--- src/rtl/pad_bus_bridge.sv ---
// pad_bus_bridge: synchronises the async nibble-wide pad register bus and bridges it to a word-wide core register port.
module pad_bus_bridge #(
  parameter int ADDR_W      = 3,
  parameter int NIB_W       = 4,
  parameter int WORD_W      = 16,
  parameter int SYNC_STAGES = 2,
  parameter int RD_TIMEOUT  = 15
) (
  input  logic              clk,
  input  logic              rst_n,
  input  logic              read,
  input  logic              write,
  input  logic [ADDR_W-1:0] address,
  input  logic [NIB_W-1:0]  data_in,
  output logic [NIB_W-1:0]  data_out,
  output logic              core_wr_en,
  output logic [ADDR_W-1:0] core_wr_addr,
  output logic [WORD_W-1:0] core_wr_data,
  output logic              core_rd_en,
  output logic [ADDR_W-1:0] core_rd_addr,
  input  logic [WORD_W-1:0] core_rd_data,
  input  logic              core_rd_valid,
  output logic              busy,
  output logic              proto_err
);
  localparam int NNIB = WORD_W / NIB_W;
  localparam int CW   = NNIB > 1 ? $clog2(NNIB) : 1;
  localparam int TW   = $clog2(RD_TIMEOUT + 1);
  localparam int SW   = 2 + ADDR_W + NIB_W;
  typedef enum logic {IDLE, WAIT} state_t;
  state_t                         state_q, state_d;
  logic [SYNC_STAGES-1:0][SW-1:0] sync_q, sync_d;
  logic [1:0]                     prev_q, prev_d;
  logic [ADDR_W-1:0]              wr_addr_q, wr_addr_d, rd_addr_q, rd_addr_d;
  logic [WORD_W-1:0]              wr_buf_q, wr_buf_d, rd_buf_q, rd_buf_d;
  logic [CW-1:0]                  wr_cnt_q, wr_cnt_d, rd_cnt_q, rd_cnt_d;
  logic [TW-1:0]                  tmo_q, tmo_d;
  logic [NIB_W-1:0]               data_out_q, data_out_d;
  logic                           wr_en_q, wr_en_d, rd_en_q, rd_en_d, err_q, err_d;
  logic                           s_rd, s_wr, rd_edge, wr_edge, wr_new, wr_done;
  logic [ADDR_W-1:0]              s_addr;
  logic [NIB_W-1:0]               s_din;
  logic [CW-1:0]                  wr_base_cnt;
  logic [WORD_W-1:0]              wr_base, rd_shift;
  assign {s_rd, s_wr, s_addr, s_din} = sync_q[SYNC_STAGES-1];
  assign rd_edge      = s_rd & ~prev_q[1];
  assign wr_edge      = s_wr & ~prev_q[0];
  assign data_out     = data_out_q;
  assign core_wr_en   = wr_en_q;
  assign core_wr_addr = wr_addr_q;
  assign core_wr_data = wr_buf_q;
  assign core_rd_en   = rd_en_q;
  assign core_rd_addr = rd_addr_q;
  assign busy         = state_q == WAIT;
  assign proto_err    = err_q;
  always_comb begin
    sync_d      = {sync_q[SYNC_STAGES-2:0], read, write, address, data_in};
    prev_d      = {s_rd, s_wr};
    state_d     = state_q;
    wr_addr_d   = wr_addr_q;
    wr_buf_d    = wr_buf_q;
    wr_cnt_d    = wr_cnt_q;
    rd_addr_d   = rd_addr_q;
    rd_buf_d    = rd_buf_q;
    rd_cnt_d    = rd_cnt_q;
    tmo_d       = tmo_q;
    data_out_d  = data_out_q;
    wr_en_d     = 1'b0;
    rd_en_d     = 1'b0;
    err_d       = err_q;
    wr_new      = wr_cnt_q == '0 || s_addr != wr_addr_q;
    wr_base     = wr_new ? '0 : wr_buf_q;
    wr_base_cnt = wr_new ? '0 : wr_cnt_q;
    wr_done     = wr_base_cnt == CW'(NNIB - 1);
    rd_shift    = rd_buf_q >> NIB_W;
    if (wr_edge) begin
      err_d     = err_q | (wr_cnt_q != '0 && s_addr != wr_addr_q);
      wr_addr_d = s_addr;
      wr_buf_d  = (wr_base >> NIB_W) | (WORD_W'(s_din) << (WORD_W - NIB_W));
      wr_cnt_d  = wr_done ? '0 : wr_base_cnt + CW'(1);
      wr_en_d   = wr_done;
    end
    if (rd_edge && wr_edge)
      err_d = 1'b1;
    if (state_q == IDLE) begin
      if (rd_edge && !wr_edge) begin
        if (rd_cnt_q == '0 || s_addr != rd_addr_q) begin
          rd_addr_d = s_addr;
          rd_en_d   = 1'b1;
          tmo_d     = '0;
          state_d   = WAIT;
        end else begin
          rd_buf_d   = rd_shift;
          data_out_d = rd_shift[NIB_W-1:0];
          rd_cnt_d   = rd_cnt_q == CW'(NNIB - 1) ? '0 : rd_cnt_q + CW'(1);
        end
      end
    end else begin
      tmo_d = tmo_q + TW'(1);
      if (rd_edge)
        err_d = 1'b1;
      // valid coincident with the request pulse is stale and must not complete the fetch
      if (core_rd_valid && !rd_en_q) begin
        rd_buf_d   = core_rd_data;
        data_out_d = core_rd_data[NIB_W-1:0];
        rd_cnt_d   = CW'(NNIB > 1 ? 1 : 0);
        state_d    = IDLE;
      end else if (tmo_q == TW'(RD_TIMEOUT - 1)) begin
        rd_buf_d   = '1;
        data_out_d = '1;
        rd_cnt_d   = CW'(1);
        err_d      = 1'b1;
        state_d    = IDLE;
      end
    end
  end
  always_ff @(posedge clk or negedge rst_n) begin
    if (!rst_n) begin
      state_q    <= IDLE;
      sync_q     <= '0;
      prev_q     <= '0;
      wr_addr_q  <= '0;
      wr_buf_q   <= '0;
      wr_cnt_q   <= '0;
      rd_addr_q  <= '0;
      rd_buf_q   <= '0;
      rd_cnt_q   <= '0;
      tmo_q      <= '0;
      data_out_q <= '0;
      wr_en_q    <= 1'b0;
      rd_en_q    <= 1'b0;
      err_q      <= 1'b0;
    end else begin
      state_q    <= state_d;
      sync_q     <= sync_d;
      prev_q     <= prev_d;
      wr_addr_q  <= wr_addr_d;
      wr_buf_q   <= wr_buf_d;
      wr_cnt_q   <= wr_cnt_d;
      rd_addr_q  <= rd_addr_d;
      rd_buf_q   <= rd_buf_d;
      rd_cnt_q   <= rd_cnt_d;
      tmo_q      <= tmo_d;
      data_out_q <= data_out_d;
      wr_en_q    <= wr_en_d;
      rd_en_q    <= rd_en_d;
      err_q      <= err_d;
    end
  end
endmodule

--- config.mk ---
export PLATFORM = sky130hd
export DESIGN_NAME = pad_bus_bridge
export DESIGN_NICKNAME = d
export VERILOG_FILES = /design/src/rtl/pad_bus_bridge.sv
export SDC_FILE = /design/constraint.sdc
export NUM_CORES = 1
export LEC_CHECK = 0
export BUFFER_PORTS_ARGS = -buffer_cell sky130_fd_sc_hd__buf_4
export CORE_ASPECT_RATIO = 0.75
export CORE_MARGIN = 3
export CORE_UTILIZATION = 38
export DETAILED_ROUTE_END_ITERATION = 8
export MAX_ROUTING_LAYER = met4
export PLACE_DENSITY_LB_ADDON = 0.3
export REMOVE_ABC_BUFFERS = 1
export SLEW_MARGIN = 20
export SYNTH_ARGS = -nofsm -noshare
export SYNTH_HDL_FRONTEND = slang
export SYNTH_SLANG_ARGS = --single-unit
--- constraint.sdc ---
create_clock -name clk -period 2.1 [get_ports clk]
set_clock_uncertainty 0.1 [all_clocks]
set_input_delay 0.105 -clock clk [delete_from_list [all_inputs] [get_ports clk]]
set_output_delay 0.105 -clock clk [all_outputs]
set_load 0.01 [all_outputs]
# ---- Word-level counts from Yosys, hierarchy flattened
# Cells that the tools add are included.
dict set report op_classes {
  n_mux 35
  n_bitwise 7
  reduce_logical 16
  n_eq_ne 7
  n_addsub 3
}
# operator n
set ops {}
lappend ops {{two-way mux 16 bit} 6}
lappend ops {{two-way mux 4 bit} 8}
lappend ops {{two-way mux 2 bit} 8}
lappend ops {{OR 12 x 16 -> 16 bit} 1}
lappend ops {{two-way mux 1 bit} 13}
lappend ops {{inequality test 3 bit} 2}
lappend ops {{AND reduction 3 bit} 2}
lappend ops {{nonzero test 2 bit} 3}
lappend ops {{adder 2 x 1 -> 2 bit, second input constant} 2}
lappend ops {{adder 4 x 1 -> 4 bit, second input constant} 1}
lappend ops {{equality test 2 bit, second input constant} 2}
lappend ops {{equality test 4 bit, second input constant} 1}
lappend ops {{logical AND 1 bit} 4}
lappend ops {{logical NOT 2 bit} 2}
lappend ops {{inequality test 3 x 1 -> 1 bit, second input constant} 1}
lappend ops {{NOT 1 bit} 3}
lappend ops {{bitwise AND 1 bit} 2}
lappend ops {{logical NOT 1 bit} 2}
lappend ops {{logical OR 1 bit} 2}
lappend ops {{inequality test 2 bit, second input constant} 1}
lappend ops {{AND reduction 2 bit} 1}
lappend ops {{OR 1 bit} 1}
dict set report word_totals {
  register_bits 74
  output_inout_bits 30
}

# ---- Depth between registers and ports, before layout
dict set report depth {
  ltp_word 9
  mapped_depth 7
}

# ---- Worst setup path after synthesis
# No wires, ideal clock.
dict set report synth_timing {
  kind {reg-to-reg}
  from {register rd_cnt_q[0]}
  to {register rd_buf_q[10]}
  setup_time_ps 135
  required_time_ps 1865
  arrival_ps 1617
  n_path_buf 1
  path_stages_with_launch 7
  slack_ps 249
  cell_sequence {dfrtp_1 inv_1 ha_1 or4_4 buf_6 o211ai_1 o211ai_1}
}
dict set report synth_via {
  elab_chain_len 4
}
# element line
set synth_lines {}
lappend synth_lines {{from (decl)} 36} ;# logic [CW-1:0] wr_cnt_q, wr_cnt_d, rd_cnt_q, rd_cnt_d;
lappend synth_lines {{from (signal assigned)} 142} ;# rd_cnt_q <= rd_cnt_d;
lappend synth_lines {{logical NOT 2 bit} 87} ;# if (rd_cnt_q == '0 || s_addr != rd_addr_q) begin
lappend synth_lines {{logical OR 1 bit} 87}
lappend synth_lines {{inequality test 2 bit (no line)} -}
lappend synth_lines {{AND reduction 3 bit (no line)} -}
lappend synth_lines {{to (signal assigned)} 141} ;# rd_buf_q <= rd_buf_d;
lappend synth_lines {{to (decl)} 35} ;# logic [WORD_W-1:0] wr_buf_q, wr_buf_d, rd_buf_q, rd_buf_d;
# No other way between the ends.
# A chain may end at the register's enable or synchronous reset.

# ---- Worst setup path in the final report
dict set report layout_timing {
  from {register rd_cnt_q[0]}
  to {register rd_buf_q[9]}
}
# Same word-level chain as after synthesis.

==> results.txt <==
The run finished with clean final reports. The number of hold-slack violations in the final timing report is 0. The cell area power density came out at 976.9 nW/um^2. The post-synthesis mux area share is 1.557%. The number of enable flip-flop cells after synthesis is 0. The post-synthesis xor/xnor area fraction came out at 2.422%. The repair_antennas step left the layout with diodes totalling 0. In this run the remaining antenna-violating nets after routing total 0. In this run the deepest clock path goes through 2 buffers. The part of the power in the clock network came out at 29.6%. Across the VDD grid, the largest voltage drop is 0.0004954 V. The fraction of registers with async set/reset is 100.0%.

The number of buffers inserted by port buffering came out at 57. Setup repair after global routing left no endpoint under its margin. The x dimension of the die came out at 106.7 um. Following the worst setup path forward leads to its endpoint at rd_buf_q[9].

The cell family contributing the most delay on the critical path is simple AND/OR/NAND/NOR gates. The number of top-level pins came out at 58. The worst-path maximum fanout is 13. The share of synthesized cell area in and, or, nand and nor gates is 11.68%.

The detailed router placed 2100 vias in this run. The post-placement setup slack is 0.1519 ns. The final net count came out at 369. TritonCTS built the clock tree.

The max-slew violation count is 0. Once placement completed, the tool counted placed cells totaling 397. The initial antenna violation count is 0. The placed wire-length estimate is 4.065 mm. The design draws 3.833 mW. The worst setup path is of the flop to flop kind.

The number of iterations in the first detailed-routing pass came out at 4. The via count of the first global-routing pass came out at 2076. The row count is 26. The post-synthesis cell count came out at 244. The die span in y came out at 81.56 um. The internal power of the cells totals 2.697 mW. The synthesized netlist devotes 2.163% of its cell area to adder and majority cells. The count of yosys warnings during synthesis is 0. The summed negative setup slack over all endpoints is 0 ns. The total setup buffers inserted after CTS is 0.

The depth of the critical timing path with buffers and inverters included came out at 5. Among all stages on the critical path, the largest delay is contributed by sky130_fd_sc_hd__or4_4. STA puts the critical path data required time at 2.21 ns.

The first-pass GRT wire length is 10.14 mm. CTS built an H-tree with a depth of 3. Wires add up to 5.819 mm. After detailed routing, the number of remaining DRC violations is 0. In this run the worst setup path begins at rd_cnt_q[0]. The clock insertion delay at the later pin of the skew report is 0.34 ns. The violation count after the first detailed-routing iteration came out at 120. The kind of end point of the critical path is a flop.

The core region is 7092 um^2. Dividing the detail-routed via count by the number of cells gives 4.784. The largest net degree at the start of global routing is 71. The relative contribution of combinational cells to total power is 23.8%. The class of the tightest hold or removal check is input port to flop. The average routed wire per standard cell came out at 13.26 um. The startpoint type of the worst setup path is a flop. After routing the design area is 3924 um^2. The net switching power is 1.136 mW. The maximum clock rate came out at 0.5072 GHz. Setup slack on the critical path of the routed design comes to 0.1283 ns. In this run the mean area of a mapped cell was 11.86 um^2. On the worst path, the slowest cell contributes a delay of 0.66 ns.

The count of max-cap constraint violations is 0. The unique cell type count in the Yosys netlist came out at 38. The endpoint identified for the worst register-to-register timing path is rd_buf_q[9]. The cell leakage power is 1.842 nW. The fraction of power spent switching nets is 29.63%. Summing the areas of all compound-gate instances in the mapped netlist gives 16.87% of the synthesized area. The floorplan die area came out at 8706 um^2. The number of synthesized register bits came out at 70. Global routing consumed, over all layers together, 15.45% of the routing resources. Buffers inserted during clock tree synthesis total 9. The clock transition at the registers of the reported paths came out at 0.07 ns. From synthesis to final layout, the design area changed by 35.64%. Traced cell by cell, the critical path runs through inv_1, ha_1, or4_4, nor2_4, o211ai_1. The time the worst path needs with I/O delays and setup is 1.972 ns.

The number of setup violations in the final report is 0. The share of the clock period used by the worst path after layout came out at 93.89%. In this run the register-to-register setup slack is 0.13 ns. Counting both buffers and inverters, the worst setup path holds a total of 1.

The routability-driven placement congestion ratio came out at 0.7999. Gates resized during post-CTS repair numbered 0. Sequential cells account for 46.6% of the total power.

The placed instances occupy a cell area of 3448 um^2. Leaving out filler cells and counting taps, the final layout contains 439. The tree is rooted in a sky130_fd_sc_hd__clkbuf_8. The synthesized netlist occupies a cell area of 2893 um^2. The worst max-slew margin expressed relative to the limit came out at 43.73%.

The post-route netlist has 29.03% of its cells at a drive strength greater than 1. The count of clock tree sinks is 70. The depth of the most critical reg-to-reg path is 5. The largest family of logic cells by synthesized area is compound AO/OA/AOI/OAI gates. The sequential-to-total area share from yosys stat came out at 60.55%.

The starting density of the core is 40.79%. The final hold slack is 0.1806 ns. Once layout is complete, the utilization of the core stands at 55.33%.

The most used flip-flop cell after synthesis is sky130_fd_sc_hd__dfrtp_1. For the pin with the worst max-slew slack, the measured transition is 0.8441 ns. For this run the aggregate overflow at the end of global routing stands at 0. The worst register-to-register path begins at rd_cnt_q[0]. The data arrival time of the critical path came out at 2.08 ns.
## cell families (layout without fill, tap and decap cells)
family / count (synthesis) / count (layout)
AO/OA/AOI/OAI: 65 / 65
multiplexers: 4 / 4
AND/OR/NAND/NOR: 65 / 65
buffers and inverters: 27 / 124
flip-flops: 70 / 70
XOR/XNOR: 8 / 8
adder cells (fa/ha/maj): 5 / 5
## synthesized netlist by cell type (all sizes together), types with 5 or more instances
library cell,instances,area (um^2)
nor3,6,35.03
o211ai,20,150.1
a22o,14,122.6
xor2,7,61.31
dfrtp,70,1752
nand3,7,35.03
clkbuf,6,22.52
nand2,32,120.1
ha,5,62.56
inv,12,45.04
o31ai,5,37.54
o21ai,19,95.09
buf,9,70.07
## state kept, by name, summed over array words and instances, names as in the netlist
name,flops
busy,1
proto_err,1
s_addr,3
core_rd_en,1
prev_q,2
core_rd_addr,3
core_wr_en,1
sync_d,9
rd_cnt_q,2
core_wr_addr,3
tmo_q,4
core_wr_data,16
s_din,4
rd_buf_q,16
prev_d,2
wr_cnt_q,2
## per-layer routing
| metal | share of wire (%) | global-route usage (%) | routed length [um] |
|---|---|---|---|
| met1 | 49 | 20.82 | 2855 |
| met2 | 44 | 22.11 | 2563 |
| met3 | 5.2 | 4.713 | 302 |
| met4 | 1.7 | 5.747 | 98 |
| met5 | 0 | - | 0 |
## timing repair
| item | CTS | global route |
|---|---|---|
| endpoints found under the setup margin | 0 | 1 |
| endpoints found under the hold margin | 95 | 0 |
| hold buffers | 26 | 0 |
## layout make-up
class                   count  area (um^2)
clock buffers              11        151.4
fillers                   624         3168
inverters                  12        45.04
well taps                  98        122.6
repair buffers             96        785.8
clock inverters             5        63.81
multi-input cells         147         1003
flip-flops and latches     70         1752
## placed cells by master (no fill, tap or decap), types with 2 or more instances in the layout
cell type and count:
sky130_fd_sc_hd__dfrtp_1 70, sky130_fd_sc_hd__buf_4 70, sky130_fd_sc_hd__nand2_1 32, sky130_fd_sc_hd__dlygate4sd3_1 26, sky130_fd_sc_hd__o211ai_1 20, sky130_fd_sc_hd__o21ai_0 19
sky130_fd_sc_hd__a22o_1 14, sky130_fd_sc_hd__inv_1 12, sky130_fd_sc_hd__clkbuf_8 11, sky130_fd_sc_hd__xor2_1 7, sky130_fd_sc_hd__nand3_1 7, sky130_fd_sc_hd__nor3_1 5
sky130_fd_sc_hd__o31ai_1 5, sky130_fd_sc_hd__ha_1 5, sky130_fd_sc_hd__mux2_2 4, sky130_fd_sc_hd__and2_1 3, sky130_fd_sc_hd__nand2b_1 3, sky130_fd_sc_hd__a21oi_1 2
sky130_fd_sc_hd__nor2_1 2, sky130_fd_sc_hd__or4_1 2, sky130_fd_sc_hd__inv_6 2
## tightest hold or removal path, cell delays in order
cell                       delay (ns)
sky130_fd_sc_hd__buf_4           0.09
sky130_fd_sc_hd__and2b_2         0.20
sky130_fd_sc_hd__o31ai_1         0.08
sky130_fd_sc_hd__o211ai_1        0.09
## how the worst min path moves through the flow
stage | endpoint | depth (start not counted) | slack (ns) | start
global route | rd_cnt_q[0] | 4 | 0.19 | core_rd_valid
CTS | rd_cnt_q[0] | 4 | 0.16 | core_rd_valid
finish | rd_cnt_q[0] | 4 | 0.18 | core_rd_valid
floorplan | busy | 0 | -0.29 | rst_n
global placement | sync_d[14] | 1 | 0.11 | address[1]
detailed placement | sync_d[14] | 1 | 0.12 | address[1]
## power by group through the flow
| stage | Sequential (mW) | Clock, mW | Combinational (mW) |
|---|---|---|---|
| after CTS | 1.78 | 1.17 | 0.924 |
| after detailed placement | 1.81 | 0 | 0.882 |
| after global routing | 1.83 | 1.24 | 1.04 |
| after global placement | 1.81 | 0 | 0.856 |
| after floorplan | 1.82 | 0 | 0.485 |
| final | 1.79 | 1.13 | 0.913 |
No activity file was read; power rests on OpenSTA's default activity.
